===== src/rtl/split_candidate_gen.sv =====
// ---------------------------------------------------------------------------
// split_candidate_gen : xorshift64 candidate generator for split_* checkers
// Rev 1.0
// ---------------------------------------------------------------------------
`default_nettype none

module split_candidate_gen #(
  parameter int          WIDTH     = 64,
  parameter int          MAX_TRIES = 1024,
  parameter logic [63:0] DFLT_SEED = 64'h1
) (
  input  logic             clk,
  input  logic             rst_n,
  input  logic             seed_load,
  input  logic [63:0]      seed,
  input  logic             start,
  output logic             cand_valid,
  input  logic             cand_ready,
  output logic [WIDTH-1:0] cand_data,
  input  logic             verdict_valid,
  input  logic             verdict,
  output logic             busy,
  output logic             done,
  output logic             found,
  output logic [WIDTH-1:0] found_data,
  output logic [15:0]      tries
);

  localparam logic [15:0] MAX_T = 16'(MAX_TRIES);

  typedef enum logic [1:0] {
    S_IDLE  = 2'd0,
    S_ISSUE = 2'd1,
    S_WAIT  = 2'd2,
    S_DONE  = 2'd3
  } state_t;

  state_t           r_state, w_state_nxt;
  logic [63:0]      r_prng, w_prng_nxt, w_seed_eff;
  logic [15:0]      r_tries, w_tries_nxt, w_tries_inc;
  logic             r_done, w_done_nxt;
  logic             r_found, w_found_nxt;
  logic [WIDTH-1:0] r_found_data, w_found_data_nxt;

  function automatic logic [63:0] xorshift(input logic [63:0] s);
    logic [63:0] t;
    t = s ^ (s << 13);
    t = t ^ (t >> 7);
    t = t ^ (t << 17);
    return t;
  endfunction

  assign w_tries_inc = r_tries + 16'd1;

  always_ff @(posedge clk or negedge rst_n) begin
    if (!rst_n) begin
      r_state      <= S_IDLE;
      r_prng       <= DFLT_SEED;
      r_tries      <= '0;
      r_done       <= 1'b0;
      r_found      <= 1'b0;
      r_found_data <= '0;
    end else begin
      r_state      <= w_state_nxt;
      r_prng       <= w_prng_nxt;
      r_tries      <= w_tries_nxt;
      r_done       <= w_done_nxt;
      r_found      <= w_found_nxt;
      r_found_data <= w_found_data_nxt;
    end
  end

  always_comb begin
    w_state_nxt      = r_state;
    w_prng_nxt       = r_prng;
    w_tries_nxt      = r_tries;
    w_done_nxt       = r_done;
    w_found_nxt      = r_found;
    w_found_data_nxt = r_found_data;
    w_seed_eff       = r_prng;
    case (r_state)
      S_IDLE, S_DONE: begin
        // A same-cycle seed_load feeds the start step directly.
        if (seed_load) w_seed_eff = (seed == 64'd0) ? DFLT_SEED : seed;
        w_prng_nxt = w_seed_eff;
        if (start) begin
          w_prng_nxt  = xorshift(w_seed_eff);
          w_tries_nxt = '0;
          w_done_nxt  = 1'b0;
          w_found_nxt = 1'b0;
          w_state_nxt = S_ISSUE;
        end
      end
      S_ISSUE: begin
        if (cand_ready) w_state_nxt = S_WAIT;
      end
      S_WAIT: begin
        if (verdict_valid) begin
          w_tries_nxt = w_tries_inc;
          if (verdict) begin
            w_found_nxt      = 1'b1;
            w_found_data_nxt = r_prng[WIDTH-1:0];
            w_done_nxt       = 1'b1;
            w_state_nxt      = S_DONE;
          end else if (w_tries_inc == MAX_T) begin
            w_found_nxt = 1'b0;
            w_done_nxt  = 1'b1;
            w_state_nxt = S_DONE;
          end else begin
            w_prng_nxt  = xorshift(r_prng);
            w_state_nxt = S_ISSUE;
          end
        end
      end
      default: w_state_nxt = S_IDLE;
    endcase
  end

  // Candidate bus reads zero whenever nothing is offered.
  assign cand_valid = (r_state == S_ISSUE);
  assign cand_data  = cand_valid ? r_prng[WIDTH-1:0] : '0;
  assign busy       = (r_state == S_ISSUE) || (r_state == S_WAIT);
  assign done       = r_done;
  assign found      = r_found;
  assign found_data = r_found_data;
  assign tries      = r_tries;

endmodule

`default_nettype wire


===== config.mk =====
export PLATFORM = sky130hd
export DESIGN_NAME = split_candidate_gen
export DESIGN_NICKNAME = d
export VERILOG_FILES = /design/src/rtl/split_candidate_gen.sv
export SDC_FILE = /design/constraint.sdc
export NUM_CORES = 1
export LEC_CHECK = 0
export ABC_AREA = 1
export CAP_MARGIN = 20
export CORE_ASPECT_RATIO = 1.4
export CORE_MARGIN = 2
export CORE_UTILIZATION = 58
export CTS_CLUSTER_SIZE = 25
export DETAILED_ROUTE_END_ITERATION = 16
export HOLD_SLACK_MARGIN = 0.08
export PLACE_DENSITY = 0.86
export RECOVER_POWER = 50
export SLEW_MARGIN = 20
export SYNTH_ARGS = -nofsm -noshare
export SYNTH_HDL_FRONTEND = slang
export SYNTH_SLANG_ARGS = --single-unit

===== constraint.sdc =====
create_clock -name clk -period 5.3 [get_ports clk]
set_input_delay 1.06 -clock clk [delete_from_list [all_inputs] [get_ports clk]]
set_output_delay 1.06 -clock clk [all_outputs]
set_load 0.01 [all_outputs]

; ---- Yosys cells after proc, flatten, opt, wreduce, memory -nomap -nowiden
; Cells that the tools add are included.
[word_totals]
word_cells = 60
reg_bits = 148
[classes]
n_addsub = 1
bitwise_logic = 6
n_eq_ne = 10
reduce_logical = 10
muxes = 27
[ops]
columns = op, count
row1 = $mux W64, 8
row2 = $xor A64 B64 Y64, 4
row3 = $pmux W64 S2, 1
row4 = $xor A64 B57 Y64, 2
row5 = $logic_not A64 Y1, 1
row6 = $mux W16, 2
row7 = $pmux W16 S2, 1
row8 = $add A16 B1 Y16 const B, 1
row9 = $eq A16 B11 Y1 const B, 1
row10 = $mux W2, 5
row11 = $reduce_and A3 Y1, 3
row12 = $ne A2 B2 Y1 const B, 4
row13 = $reduce_and A4 Y1, 2
row14 = $mux W1, 7
row15 = $pmux W2 S3, 1
row16 = $eq A2 B2 Y1 const B, 2
row17 = $pmux W1 S2, 2
row18 = $ne A3 B3 Y1 const B, 1
row19 = $eq A2 B1 Y1 const B, 1
row20 = $logic_not A2 Y1, 1
row21 = $ne A2 B1 Y1 const B, 1
row22 = $reduce_bool A2 Y1, 1
row23 = $reduce_or A2 Y1, 1
row24 = $logic_or A1 B1 Y1, 1

; ---- Depth between registers and ports, before layout
; Gate-level depths: netlist of run 1.
[logic_depth]
ltp_word = 9
depth_mapped = 16

; ---- Least setup slack after synthesis of run 1
; Ideal clock, no wire load.
[synth_timing]
path_type = in2reg
from = input seed_load
to = register r_prng[33]
t_arrival_ns = 2.536
setup_ns = 0.130
required_time_ns = 5.170
path_slack_ns = 2.634
stages = 11
path_cell_list = buf_6 > buf_8 > buf_6 > o21ai_1 > xnor2_1 > xor2_1 > nor2_1 > o21bai_1 > inv_1 > o21ai_1 > o21ai_1
[synth_via]
elab_chain_cells = 7
[synth_rtl]
columns = element, line
row1 = start: declaration, 14  ; input logic seed_load,
row2 = $mux W64 *, 84  ; if (seed_load) w_seed_eff = (seed == 64'd0) ? DFLT_SEED : seed;
row3 = $mux W64 *, 81  ; case (r_state)
row4 = $xor A64 B64 Y64, 47  ; t = s ^ (s << 13);
row5 = $xor A64 B57 Y64, 48  ; t = t ^ (t >> 7);
row6 = $xor A64 B64 Y64, 49  ; t = t ^ (t << 17);
row7 = $mux W64 *, 86  ; if (start) begin
row8 = $pmux W64 S2 *, 81
row9 = end signal: assignment, 65  ; r_prng <= w_prng_nxt;
row10 = end: declaration, 39  ; logic [63:0] r_prng, w_prng_nxt, w_seed_eff;
; Mark *: on every way between the ends. The rest lies on a longest branch, timed or not. The select of a mux whose other input is x is not followed.
; A chain may end at the register's enable or synchronous reset.

; ---- Worst setup path after layout of run 1
[layout_timing]
from = register r_state[1]
to = output cand_data[57]
[layout_via]
elab_chain_cells = 2
[layout_rtl]
columns = element, line
row1 = start: declaration, 38  ; state_t r_state, w_state_nxt;
row2 = start signal: assignment, 64  ; r_state <= w_state_nxt;
row3 = $eq A2 B1 Y1, 120  ; assign cand_valid = (r_state == S_ISSUE);
row4 = $mux W64, 121  ; assign cand_data = cand_valid ? r_prng[WIDTH-1:0] : '0;
row5 = end: declaration, 19  ; output logic [WIDTH-1:0] cand_data,
; Every way passes these cells.

==> flow_summary_export.csv, run 1 <==
group,metric,value,unit
worst_setup_path,cp_common_cell,"inv_1",
worst_setup_path,crit_path_start,"r_state[1]",
floorplanning,die_w,125,um
worst_setup_path,startpoint_type,"flip-flop",
worst_setup_path,rr_worst_depth,14,
floorplanning,io_pins,219,
clock_network,cts_root_buffer,"clkbuf_16",
flow_run,cap_viol_max_count,3,
yosys,async_flop_share,100,%
worst_setup_path,end_kind,"primary output",
yosys,syn_inst,1664,
worst_setup_path,cp_data_required_time,4240,ps
pwr,peakVddDrop,0.505,mV
detailed_routing,post_drt_wl_per_cell,21.0,um
clock_network,cts_tree,"yes",
hold_path,hp-class,"flip-flop to flip-flop",
clock_network,clock-sinks,148,
clock_network,cts_hold_buf,0,
global_routing,grt_pass1_wl,67600,um
global_routing,grt_pass1_vias,11700,
global_routing,antenna_found_initial,1,
worst_setup_path,cp-endpoint,"cand_data[57]",
worst_setup_path,crit_type,"flip-flop to primary output",
pwr,swShare,51.7,%
yosys,synth_warnings,0,
timing,whs,478,ps
placement,gp_congestion,1.03,
finish,n_fill_cell,1653,
clock_network,clk_pin_slew,70,ps
finish,ff_latch_area,3700,um2
finish,final_cell_mix,"380 x nand2_1, 206 x inv_1, 204 x o21ai_0, 204 x clkdlybuf4s50_1, 178 x xnor2_1",
detailed_routing,ant_nets,0,
yosys,synth-edff-count,0,
floorplanning,die_area,21600,um2
detailed_routing,viasPerCell,5.80,
global_routing,grt_usage,40.6,%
pwr,internal-power,5.44,mW
pwr,power,11.3,mW
worst_setup_path,slowest_stage,"ha_4",
clock_network,clk_latency,450,ps
timing,clock.fmax,287,MHz
pwr,p_leak,6.77,nW
yosys,yosysTopAreaCellShare,31.1,%
yosys,synth_nets,1740,
worst_setup_path,reg2reg_from,"tries[0]",
timing,fin_skew,13.1,ps
finish,fin_cells,2100,
timing,fin_tns_setup,0,ps
timing,worst_slack,1810,ps
pwr,cellPowerDensity,768,nW/um2
floorplanning,start_util,59.5,%
clock_network,cts_made_buffers,17,
timing,hold_violations,0,
detailed_routing,drc,0,
finish,layout_commonest_cell,"nand2_1",
yosys,ys_ff_latch,148,
yosys,synth-seq-area-share,31.3,%
global_routing,use_met2,67.3,%
placement,place_inst,2069,
yosys,synth_top_area_cell,"dfrtp_1",
finish,diodes,0,
timing,drv_slew,207,
worst_setup_path,slowest_delay,620,ps
finish,drive_gt1_share,5.47,%
clock_network,cts_buffer_depth,2,
finish,multiInputGateArea,6950,um2
yosys,synthTopCellsByArea,"dfrtp_1 31%, xnor2_1 13%, nand2_1 12%, o21ai_0 8.6%, inv_1 6.5%",
clock_network,cts_resized,0,
placement,post-place-ws,1690,ps
placement,dp_hpwl,33400,um
yosys,ys.flop_type,"dfrtp_1",
detailed_routing,dr.pass1.iters,5,
yosys,syn_avg_cell_area,7.12,um2
clock_network,htreeDepth,4,
timing,rsz0062_at_grt,"no",
floorplanning,die_h,173,um
yosys,synth.distinct_cells,51,
timing,tightest_slew,2280,ps
global_routing,grt_busiest_layer,"met2",
pwr,switching_power,5.83,mW
detailed_routing,drt-total-wl,44100,um
timing,fin_crit,3490,ps
placement,port_buffers,218,
floorplanning,row_count,61,
finish,syn_to_final_growth,23.8,%
global_routing,grt_use_met3,6.34,%
floorplanning,coreArea,19900,um2
worst_setup_path,path_cells,"inv_1 -> ha_4 -> nand2_1 -> inv_1 -> clkdlybuf4s50_1",
pwr,seqPwrFrac,20.3,%
detailed_routing,drtIter0Drc,1224,
timing,maxSlewHeadroom,-51.9,%
timing,timing.final.crit_share,65.8,%
pwr,power_frac_comb,67.7,%
yosys,syn_area,11800,um2
timing,finalSetupViolCount,0,
worst_setup_path,cp_max_fo,67,
finish,fin_nets,1912,
detailed_routing,vias,12200,
worst_setup_path,r2r_end,"r_prng[54]",
global_routing,use_met1,46.5,%
worst_setup_path,ff2ff_setup_slack,1830,ps
global_routing,grt_max_degree,129,
run_status,status,"finished with violations",
global_routing,gr-total-overflow,0,
worst_setup_path,critPathArrivalTime,2430,ps
pwr,clockPowerShare,12.0,%
run_status,failed_checks,"max-capacitance violations, max-slew violations",
clock_network,post-cts-setup-buffer-count,0,
-- critical path, delay by kind of cell (launching register included) --
kind,cells,cell delay [ps]
flip-flops,1,380
AND/OR/NAND/NOR,1,130
adder cells (fa/ha/maj),1,620
buffers and inverters,3,820
-- worst min path at each step --
stage | start | slack (ps) | to | depth (start not counted)
floorplan | r_prng[0] | 480 | r_prng[0] | 2
global placement | found | 460 | found | 2
detailed placement | found | 470 | found | 2
CTS | found | 480 | found | 2
global route | found_data[26] | 500 | found_data[26] | 2
finish | done | 480 | done | 2
-- metrics by stage --
stage	instance area [um2]	util (%)
after global placement	14000	70.4
after CTS	14700	73.7
final	14700	73.6
after detailed placement	14000	70.5
after global routing	14700	73.6
after floorplan	11800	-
-- synth_stat cells, types with 7 or more instances --
library cell  number
nand3_1           37
o21bai_1          20
o22ai_1            8
nor2_1           111
o21ai_1           95
o21ai_2           22
xnor2_1          178
xnor2_2           17
xor2_1            49
inv_1            206
dfrtp_1          147
clkbuf_1          45
buf_1              7
buf_6             15
a21oi_1           52
o21ai_0          204
nand2_1          381
-- power by group through the flow --
| stage | combinational (mW) | clock (mW) | sequential, mW |
|---|---|---|---|
| floorplan | 4.91 | 0 | 2.13 |
| global placement | 7.26 | 0 | 2.26 |
| detailed placement | 7.41 | 0 | 2.27 |
| CTS | 7.48 | 1.35 | 2.25 |
| global route | 8.25 | 1.40 | 2.31 |
| finish | 7.63 | 1.35 | 2.29 |
-- state kept, by name, indices dropped and copies added (netlist names) --
signal and cells:
found_data 64, r_prng 64, found 1, tries 16, r_state 2, done 1
-- cell type report --
| type | instances | share of cell area, % |
|---|---|---|
| clock buffer | 18 | 2.99 |
| clock inverter | 13 | 1.33 |
| inverter | 209 | 5.35 |
| multi-input combinational | 1231 | 47.4 |
| sequential | 148 | 25.3 |
| tap | 252 | 2.15 |
| timing repair buffer | 229 | 15.5 |
-- kinds of logic (layout without fill, tap and decap cells) --
kind of cell    Yosys count  in the layout  share of synthesized area [%]
simple gates            553            553                           18.6
compound gates          427            427                           20.1
buf+inv                 285            469                           10.2
xor+xnor                245            245                           19.3
flops                   148            148                           31.3
fa+ha+maj                 5              5                          0.528
mux                       1              1                         0.0845
-- per-layer routing --
| metal | routed length [um] | vias to the layer above |
|---|---|---|
| li1 | - | 5652 |
| met5 | 0 | - |
| met3 | 3310 | 197 |
| met1 | 15700 | 5617 |
| met2 | 21100 | 714 |
| met4 | 3990 | 0 |
Power figures use the tool's default switching activity.
==> run 2: changes to the inputs <==
CORE_UTILIZATION = 49   (was 58)
PLACE_DENSITY = 0.78   (was 0.86)
clock period = 2.85 ns   (was 5.3 ns; I/O delays follow)
==> run 2 against run 1 <==
Net effect:
- the flow still finishes with violations (max-capacitance violations, max-slew violations)
- total power increased by 87%
- largest cell class unchanged
- design area increased by 2.6%
- hold slack about the same
- clock skew decreased by 0.92 ps
- combinational power increased by 90%
- sequential cell count unchanged
- register-to-register slack got worse by 1700 ps
- sequential share of layout area decreased by 0.62 points
- via count increased by 1.4%
- sequential power increased by 84%
- routed wire length increased by 0.39%
- setup slack got worse by 1600 ps
==> flow_summary_export.csv, run 2 (synthesis results as in run 1) <==
group,metric,value,unit
run_status,status,"finished with violations",
run_status,failed_checks,"max-capacitance violations, max-slew violations",
global_routing,grt_max_degree,129,
clock_network,cts_buffer_depth,2,
finish,final_cell_mix,"380 x nand2_1, 207 x clkdlybuf4s50_1, 206 x inv_1",
timing,drv_slew,63,
worst_setup_path,crit_type,"flip-flop to flip-flop",
floorplanning,row_count,67,
timing,fin_tns_setup,0,ps
floorplanning,start_util,49.6,%
detailed_routing,drt-total-wl,44300,um
finish,diodes,0,
hold_path,hp-class,"flip-flop to flip-flop",
clock_network,cts_hold_buf,0,
worst_setup_path,startpoint_type,"flip-flop",
floorplanning,coreArea,23900,um2
global_routing,gr-total-overflow,0,
timing,timing.final.crit_share,94.0,%
timing,fin_skew,12.2,ps
detailed_routing,dr.pass1.iters,6,
detailed_routing,ant_nets,0,
finish,syn_to_final_growth,27.0,%
placement,gp_congestion,1.01,
finish,fin_cells,2194,
worst_setup_path,critPathArrivalTime,2980,ps
clock_network,clk_latency,450,ps
timing,maxSlewHeadroom,-13.2,%
timing,hold_violations,0,
worst_setup_path,slowest_stage,"dfrtp_2",
timing,rsz0062_at_grt,"no",
timing,tightest_slew,1700,ps
floorplanning,io_pins,219,
global_routing,antenna_found_initial,0,
timing,finalSetupViolCount,0,
pwr,cellPowerDensity,1400,nW/um2
worst_setup_path,cp_max_fo,109,
detailed_routing,post_drt_wl_per_cell,20.2,um
detailed_routing,drc,0,
flow_run,cap_viol_max_count,1,
worst_setup_path,end_kind,"flip-flop",
clock_network,htreeDepth,4,
finish,fin_nets,1948,
clock_network,cts_made_buffers,17,
clock_network,cts_root_buffer,"clkbuf_16",
timing,clock.fmax,373,MHz
worst_setup_path,cp_data_required_time,3160,ps
clock_network,clock-sinks,148,
detailed_routing,drtIter0Drc,1209,
global_routing,grt_pass1_vias,11600,
timing,whs,479,ps
pwr,p_leak,6.95,nW
floorplanning,die_w,135,um
clock_network,clk_pin_slew,60,ps
placement,place_inst,2162,
detailed_routing,vias,12300,
floorplanning,die_h,188,um
timing,fin_crit,2680,ps
worst_setup_path,cp_common_cell,"nand2_1",
global_routing,grt_pass1_wl,67200,um
finish,drive_gt1_share,7.43,%
placement,dp_hpwl,34100,um
floorplanning,die_area,25500,um2
finish,layout_commonest_cell,"nand2_1",
global_routing,grt_usage,34.9,%
pwr,peakVddDrop,1.13,mV
worst_setup_path,slowest_delay,420,ps
worst_setup_path,path_cells,"ha_1 -> nand3_1 -> inv_2 -> nand2_1 -> nor2_2 -> nand2_1 -> nand2_1 -> nand2_1 -> nor3_1 -> nand4_1 -> nand3_2 -> inv_2 -> buf_16 -> o21ai_1 -> o21ai_0",
clock_network,cts_tree,"yes",
detailed_routing,viasPerCell,5.63,
placement,port_buffers,218,
[run 2: cell count changes in the layout (fill, tap and decap cells not counted), moves of 3 or more]
cell / before / now
buf_4: 8 / 37
dlygate4sd3_1: 11 / 8
clkbuf_2: 0 / 3
clkdlybuf4s50_1: 204 / 207
inv_6: 4 / 0
buf_12: 2 / 6
[run 2: metal layers]
layer  wire (um)  global-route usage (%)  part of all wire, %  vias to the layer above
met2       20900                    56.2                   47                      726
met3        3140                    4.30                  7.1                      190
li1            -                       -                    -                     5716
met1       16400                    42.3                   37                     5715
met5           0                       0                    0                        -
met4        3820                    26.0                  8.6                        0
[run 2: worst paths after layout]
| check | start | endpoint | slack, ps | cells after the start |
|---|---|---|---|---|
| max reg2reg | tries[1] | r_prng[53] | 170 | 15 |
| max in group asynchronous | rst_n | r_prng[47] | 440 | 2 |
| min reg2reg | found_data[58] | found_data[58] | 480 | 2 |
| min | found_data[58] | found_data[58] | 480 | 2 |
| min in group asynchronous | rst_n | r_state[0] | 570 | 1 |
| max | tries[1] | r_prng[53] | 170 | 15 |
[run 2: final cells by class]
class / instances / area (um2)
multi-input cells: 1231 / 6950
well taps: 310 / 388
clock buffers: 22 / 474
repair buffers: 265 / 2610
fillers: 2218 / 8850
flip-flops and latches: 148 / 3710
clock inverters: 9 / 128
inverters: 209 / 785
[run 2: worst max-delay path, delay by kind of cell (launching register included)]
| kind | cells | cell delay [ps] |
|---|---|---|
| compound gates | 2 | 270 |
| flops | 1 | 420 |
| simple gates | 9 | 1180 |
| buf+inv | 3 | 400 |
| fa+ha+maj | 1 | 200 |
[run 2: where the power goes]
part	total [mW]	internal [mW]	switching (mW)
clock network	2.40	1.44	0.964
logic	14.5	5.86	8.62
registers	4.21	3.04	1.17
[run 2: through the flow]
step / util (%) / power (mW) / area [um2] / setup slack (ps)
2_1_floorplan: - / 13.1 / 11800 / 674
4_1_cts: 63.1 / 20.8 / 15100 / 171
3_3_place_gp: 60.6 / 18.1 / 14500 / 111
5_1_grt: 63.0 / 22.4 / 15000 / 2.71
3_5_place_dp: 60.6 / 18.3 / 14500 / 98.6
6_report: 63.0 / 21.1 / 15000 / 172
[run 2: repair_timing]
item	4_1_cts	5_1_grt
endpoints found under the setup margin	0	28
setup buffers	0	1
gates resized for setup	0	5
